## src/rtl/mult_operand_driver.sv

```systemverilog
// rtl/mult_operand_driver.sv - loads an operand pair into the sequential multiplier, starts it and returns the product
// Optional watchdog: define MULT_DRV_TIMEOUT_EN to abort stalled handshakes after TIMEOUT cycles.
module mult_operand_driver #(
    parameter int WORD_LENGTH = 5,
    parameter int TIMEOUT     = 64
) (
    input  logic                       clk,
    input  logic                       reset,
    input  logic                       req,
    input  logic [WORD_LENGTH-1:0]     A,
    input  logic [WORD_LENGTH-1:0]     B,
    output logic                       busy,
    output logic                       done,
    output logic [2*WORD_LENGTH-1:0]   Product,
    output logic                       err,
    output logic                       load,
    output logic                       op,
    output logic [WORD_LENGTH-1:0]     Data,
    output logic                       start,
    input  logic                       stored,
    input  logic                       ready,
    input  logic [2*WORD_LENGTH-1:0]   Result
);

    typedef enum logic [2:0] {
        IDLE, LOAD_A, LOAD_B, START, WAIT_BUSY, WAIT_DONE, DONE
    } state_t;

    state_t                 state;
    logic [WORD_LENGTH-1:0] b_q;
    logic                   armed;
    logic                   timed_out;

`ifdef MULT_DRV_TIMEOUT_EN
    localparam int CW = $clog2(TIMEOUT + 1);
    logic [CW-1:0] wd_cnt;
    logic          in_wait;
    logic          advance;

    always_comb begin
        in_wait = 1'b0;
        advance = 1'b0;
        case (state)
            LOAD_A:    begin in_wait = 1'b1; advance = stored;          end
            LOAD_B:    begin in_wait = 1'b1; advance = stored && armed; end
            WAIT_BUSY: begin in_wait = 1'b1; advance = !ready;          end
            WAIT_DONE: begin in_wait = 1'b1; advance = ready;           end
            default:   ;
        endcase
    end

    assign timed_out = in_wait && (wd_cnt == CW'(TIMEOUT - 1));

    // Clearing on every advance makes the count restart on entry to the next wait state.
    always_ff @(posedge clk) begin
        if (reset) begin
            wd_cnt <= '0;
            err    <= 1'b0;
        end else begin
            err <= timed_out;
            if (!in_wait || advance || timed_out)
                wd_cnt <= '0;
            else
                wd_cnt <= wd_cnt + 1'b1;
        end
    end
`else
    assign timed_out = 1'b0;
    assign err       = 1'b0;
`endif

    always_ff @(posedge clk) begin
        if (reset) begin
            state   <= IDLE;
            busy    <= 1'b0;
            done    <= 1'b0;
            load    <= 1'b0;
            op      <= 1'b0;
            start   <= 1'b0;
            Data    <= '0;
            Product <= '0;
            b_q     <= '0;
            armed   <= 1'b0;
        end else begin
            done  <= 1'b0;
            start <= 1'b0;
            if (timed_out) begin
                state   <= DONE;
                load    <= 1'b0;
                done    <= 1'b1;
                Product <= '0;
            end else begin
                case (state)
                    IDLE: if (req) begin
                        state <= LOAD_A;
                        busy  <= 1'b1;
                        load  <= 1'b1;
                        op    <= 1'b0;
                        Data  <= A;
                        b_q   <= B;
                    end
                    LOAD_A: if (stored) begin
                        state <= LOAD_B;
                        op    <= 1'b1;
                        Data  <= b_q;
                        armed <= 1'b0;
                    end
                    // The first edge in LOAD_B may still see operand A's acknowledge.
                    LOAD_B: begin
                        armed <= 1'b1;
                        if (stored && armed) begin
                            state <= START;
                            load  <= 1'b0;
                            start <= 1'b1;
                        end
                    end
                    START:     state <= WAIT_BUSY;
                    WAIT_BUSY: if (!ready) state <= WAIT_DONE;
                    WAIT_DONE: if (ready) begin
                        state   <= DONE;
                        Product <= Result;
                        done    <= 1'b1;
                    end
                    DONE: begin
                        state <= IDLE;
                        busy  <= 1'b0;
                    end
                    default: state <= IDLE;
                endcase
            end
        end
    end

endmodule

```

## config.mk

```make
export PLATFORM = sky130hd
export DESIGN_NAME = mult_operand_driver
export DESIGN_NICKNAME = d
export VERILOG_FILES = /design/src/rtl/mult_operand_driver.sv
export SDC_FILE = /design/constraint.sdc
export NUM_CORES = 1
export LEC_CHECK = 0
export ABC_AREA = 1
export ABC_CLOCK_PERIOD_IN_PS = 1150
export BUFFER_PORTS_ARGS = -buffer_cell sky130_fd_sc_hd__buf_2
export CORE_MARGIN = 10
export CORE_UTILIZATION = 42
export DETAILED_ROUTE_END_ITERATION = 10
export GPL_ROUTABILITY_DRIVEN = 0
export PLACE_DENSITY = 0.72
export SLEW_MARGIN = 0
export SYNTH_ARGS = -nofsm -noshare
export SYNTH_HDL_FRONTEND = slang
export SYNTH_SLANG_ARGS = --single-unit
export TNS_END_PERCENT = 100
```

## constraint.sdc

```tcl
create_clock -name clk -period 1.15 [get_ports clk]
set_input_delay 0.2875 -clock clk [delete_from_list [all_inputs] [get_ports clk]]
set_output_delay 0.2875 -clock clk [all_outputs]
set_load 0.005 [all_outputs]
```

==> out/metrics.sh <==
SYNTH.NET_COUNT=186
NUMCTSBUFFERS=5
MULTIINPUTGATEAREA_SQ_UM=642
FINALWORSTSETUPSLACK_NS=-0.0736
MAX_FREQ_MHz=817
ROWS=19
ARRIVAL_TIME_OF_DATA_AT_THE_CRITICAL_PATH_ENDPOINT_NS=1.44
GRT_ANTENNA_BEFORE_REPAIR=0
YOSYSSEQAREASHARE_PCT=49.3
TRITONCTS_CLOCK_TREE='yes'
FINAL_CELL_AREA_SQ_MM=0.00174
GRT_FIRST_PASS_WIRELENGTH_UM=5300
TOTAL_CLOCK_SINKS=29
MAXIMUM_RESISTIVE_DROP_ON_VDD_V=0.00128
FINALCOREUTILIZATION_PCT=64.2
DIEHEIGHT_UM=72.9
R2R_SETUP_SLACK_NS=-0.07
DESIGN.CORE.AREA_SQ_MM=0.00271
WORST_SETUP_PATH_END_KIND='flip-flop'
FILLCELLCOUNT=257
WIRE_PER_INST_UM=12.4
TOTAL_WIRELENGTH_UM=3140
DESIGN.PORTCOUNT=46
CRIT_PATH_START_KIND='flip-flop'
WORST_EP_REQUIRED_TIME_NS=1.37
HTREE_NUM_LEVELS=2
SETUP-TNS-FINAL_NS=-0.611
WORSTSETUPPATHTYPE='reg -> reg'
INITIALDRTVIOLATIONCOUNT=73
PWR_DENSITY_CELL_mW_PER_MM2=2270
HOLD_VIO_CNT_FINAL=0
DETAILEDROUTE.FIRSTPASSITERATIONCOUNT=4
FLOORPLAN.DIE.WIDTH_UM=72.9
FIRST_GLOBAL_VIAS=1267
VIASPERCELL=4.85
DRT.ANTENNA.VIOLATING_NETS=0
POST_SYN_INSTANCES=161
SYN_AVG_CELL_AREA_SQ_UM=7.31
RSZ0062_AT_GRT='true'
CLK_ROOT_BUFFER_CELL='sky130_fd_sc_hd__clkbuf_4'
GRT_USE_TOTAL_PCT=12.5
LAYOUT-DRIVE-GT1-SHARE_PCT=48.9
FINALNONFILLERCELLS=254
STATUS='finished, violations left'
TOTAL_POWER_mW=3.95
HOLD_CLASS='in -> reg'
BUFS_ON_LONGEST_CLOCK_PATH=2
MAXSLEWVIOLCOUNT=0
DETAILED_PLACE.AREA_SQ_MM=0.00151
FINAL.PERIOD_UTILIZATION_PCT=106
MAXIMUM_NUMBER_OF_PINS_ON_ONE_NET_BEFORE_GLOBAL_ROUTE_REPAIR=12
SETUP_CLOCK_SKEW_AFTER_LAYOUT_NS=0.00521
FINAL_NET_COUNT=248
YS_SEQ_ELEMENTS=29
CTS.CLK_SLEW.WORST_PATHS_NS=0.09
ROUTE.VIAS.TOTAL=1232
PLACE.PORT_BUFFERS=44
SYNTHTOLAYOUTAREAGROWTH_PCT=47.8
CLK-INSERTION-DELAY-LATE_NS=0.32
HPWL_UM=2310
FAILED_CHECKS='setup timing'
CAP_VIOLATIONS=0
DIEAREA_SQ_MM=0.00532
CRIT_FANOUT=6
INITIAL_CORE_UTIL_PCT=43.4
P_LEAK_nW=0.824
LAYOUT.AREA.SEQ_SQ_UM=588
SYNTH-WARNING-COUNT=0
SYNTH_CELL_TYPES=20
DRC=0
GRT-OVFL-TOTAL=0
PLACE_INST=244
MAPPEDNETLISTAREA_SQ_MM=0.00118
FINALWORSTPATHREQUIREDPERIOD_NS=1.22
FINALSETUPVIOLATIONS=19
ANTENNA-DIODE-COUNT=0
==> metal layers <==
metal	global-route usage, %	routed length, um	up-vias
li1	-	-	646
met1	11.0	1180	543
met2	22.0	1620	33
met3	5.99	253	10
met4	8.44	91	0
met5	0	0	-
==> area by class of cell <==
type,count,share of cell area [%]
sequential,29,33.8
inverter,15,3.74
clock buffer,7,3.16
timing repair buffer,60,20.2
tap,31,2.23
multi-input combinational,112,36.9
==> registers in the layout (all words and copies together), names as in the netlist <==
register  flops
Data          5
Product      10
armed         1
b_q           5
busy          1
done          1
load          1
op            1
start         1
state         3
==> logic make-up after synthesis <==
group / synth area share (%)
other: 0.319
AO/OA/AOI/OAI: 19.1
flip-flops: 49.3
AND/OR/NAND/NOR: 23.4
buffers and inverters: 7.86
==> worst max-delay path, stage by stage, from the launching register on <==
cell	delay (ns)
sky130_fd_sc_hd__dfxtp_4	0.39
sky130_fd_sc_hd__inv_4	0.05
sky130_fd_sc_hd__nor2_4	0.19
sky130_fd_sc_hd__nand2_4	0.12
sky130_fd_sc_hd__nand2_4	0.08
sky130_fd_sc_hd__nand3_4	0.11
sky130_fd_sc_hd__a21oi_2	0.14
sky130_fd_sc_hd__nor2_1	0.05
==> synth_stat cells (all sizes together) <==
cell type  count  area [sq um]
a21oi         16          80.1
clkinv         1          3.75
o21ai         29           145
nand3b         1          7.51
nand2         20          85.1
nor2          36           143
dfxtp         29           581
buf            4          27.5
nand3          8          40.0
conb           1          3.75
inv           14          52.6
clkbuf         2          8.75
==> layout by cell type (no fill, tap or decap) <==
cell type | synthesis | routed
sky130_fd_sc_hd__inv_4 | 0 | 3
sky130_fd_sc_hd__nand3_4 | 0 | 1
sky130_fd_sc_hd__nand2_4 | 1 | 2
sky130_fd_sc_hd__nand3_2 | 0 | 3
sky130_fd_sc_hd__o21ai_0 | 29 | 10
sky130_fd_sc_hd__dfxtp_2 | 0 | 3
sky130_fd_sc_hd__nand3b_1 | 1 | 1
sky130_fd_sc_hd__clkbuf_4 | 0 | 5
sky130_fd_sc_hd__nand2_2 | 1 | 3
sky130_fd_sc_hd__o21ai_1 | 0 | 6
sky130_fd_sc_hd__dfxtp_1 | 29 | 25
sky130_fd_sc_hd__buf_2 | 1 | 44
sky130_fd_sc_hd__nor2_1 | 35 | 31
sky130_fd_sc_hd__nor2_2 | 0 | 3
sky130_fd_sc_hd__buf_4 | 1 | 13
sky130_fd_sc_hd__dfxtp_4 | 0 | 1
sky130_fd_sc_hd__o21ai_2 | 0 | 13
sky130_fd_sc_hd__nand2_1 | 18 | 16
sky130_fd_sc_hd__a21oi_2 | 0 | 8
sky130_fd_sc_hd__inv_1 | 12 | 11
sky130_fd_sc_hd__clkinv_2 | 0 | 1
sky130_fd_sc_hd__conb_1 | 1 | 1
sky130_fd_sc_hd__nor2_4 | 1 | 2
sky130_fd_sc_hd__a21oi_1 | 16 | 8
sky130_fd_sc_hd__clkbuf_8 | 0 | 1
sky130_fd_sc_hd__buf_6 | 1 | 3
sky130_fd_sc_hd__clkbuf_1 | 1 | 1
sky130_fd_sc_hd__nand3_1 | 8 | 4
==> final timing paths <==
check,to,cells past startpoint,startpoint
min reg2reg,b_q[1],2,b_q[1]
max,op,7,state[0]
max reg2reg,op,7,state[0]
min,Product[0],3,Result[0]
==> per-stage QoR <==
stage / setup WS (ns) / hold WS [ns]
after global placement: -0.118 / 0.435
after global routing: -0.171 / 0.182
after CTS: -0.0787 / 0.180
after floorplan: 0.0170 / 0.357
after detailed placement: -0.126 / 0.441
final: -0.0736 / 0.194
==> power breakdown <==
group	total [mW]	internal [mW]	switching, mW	leakage (nW)
sequential	1.39	1.24	0.143	0.239
combinational	1.94	0.851	1.09	0.553
clock	0.622	0.288	0.334	0.0314
total	3.95	2.38	1.57	0.824
==> timing repair <==
item	in CTS	in global routing
endpoints found under the setup margin	24	26
hold buffers	0	0
gates resized for setup	51	13
pin swaps	9	7
hold endpoints to repair	0	0
gates cloned	1	0
buffers inserted	2	0
No activity file was read; power rests on OpenSTA's default activity.
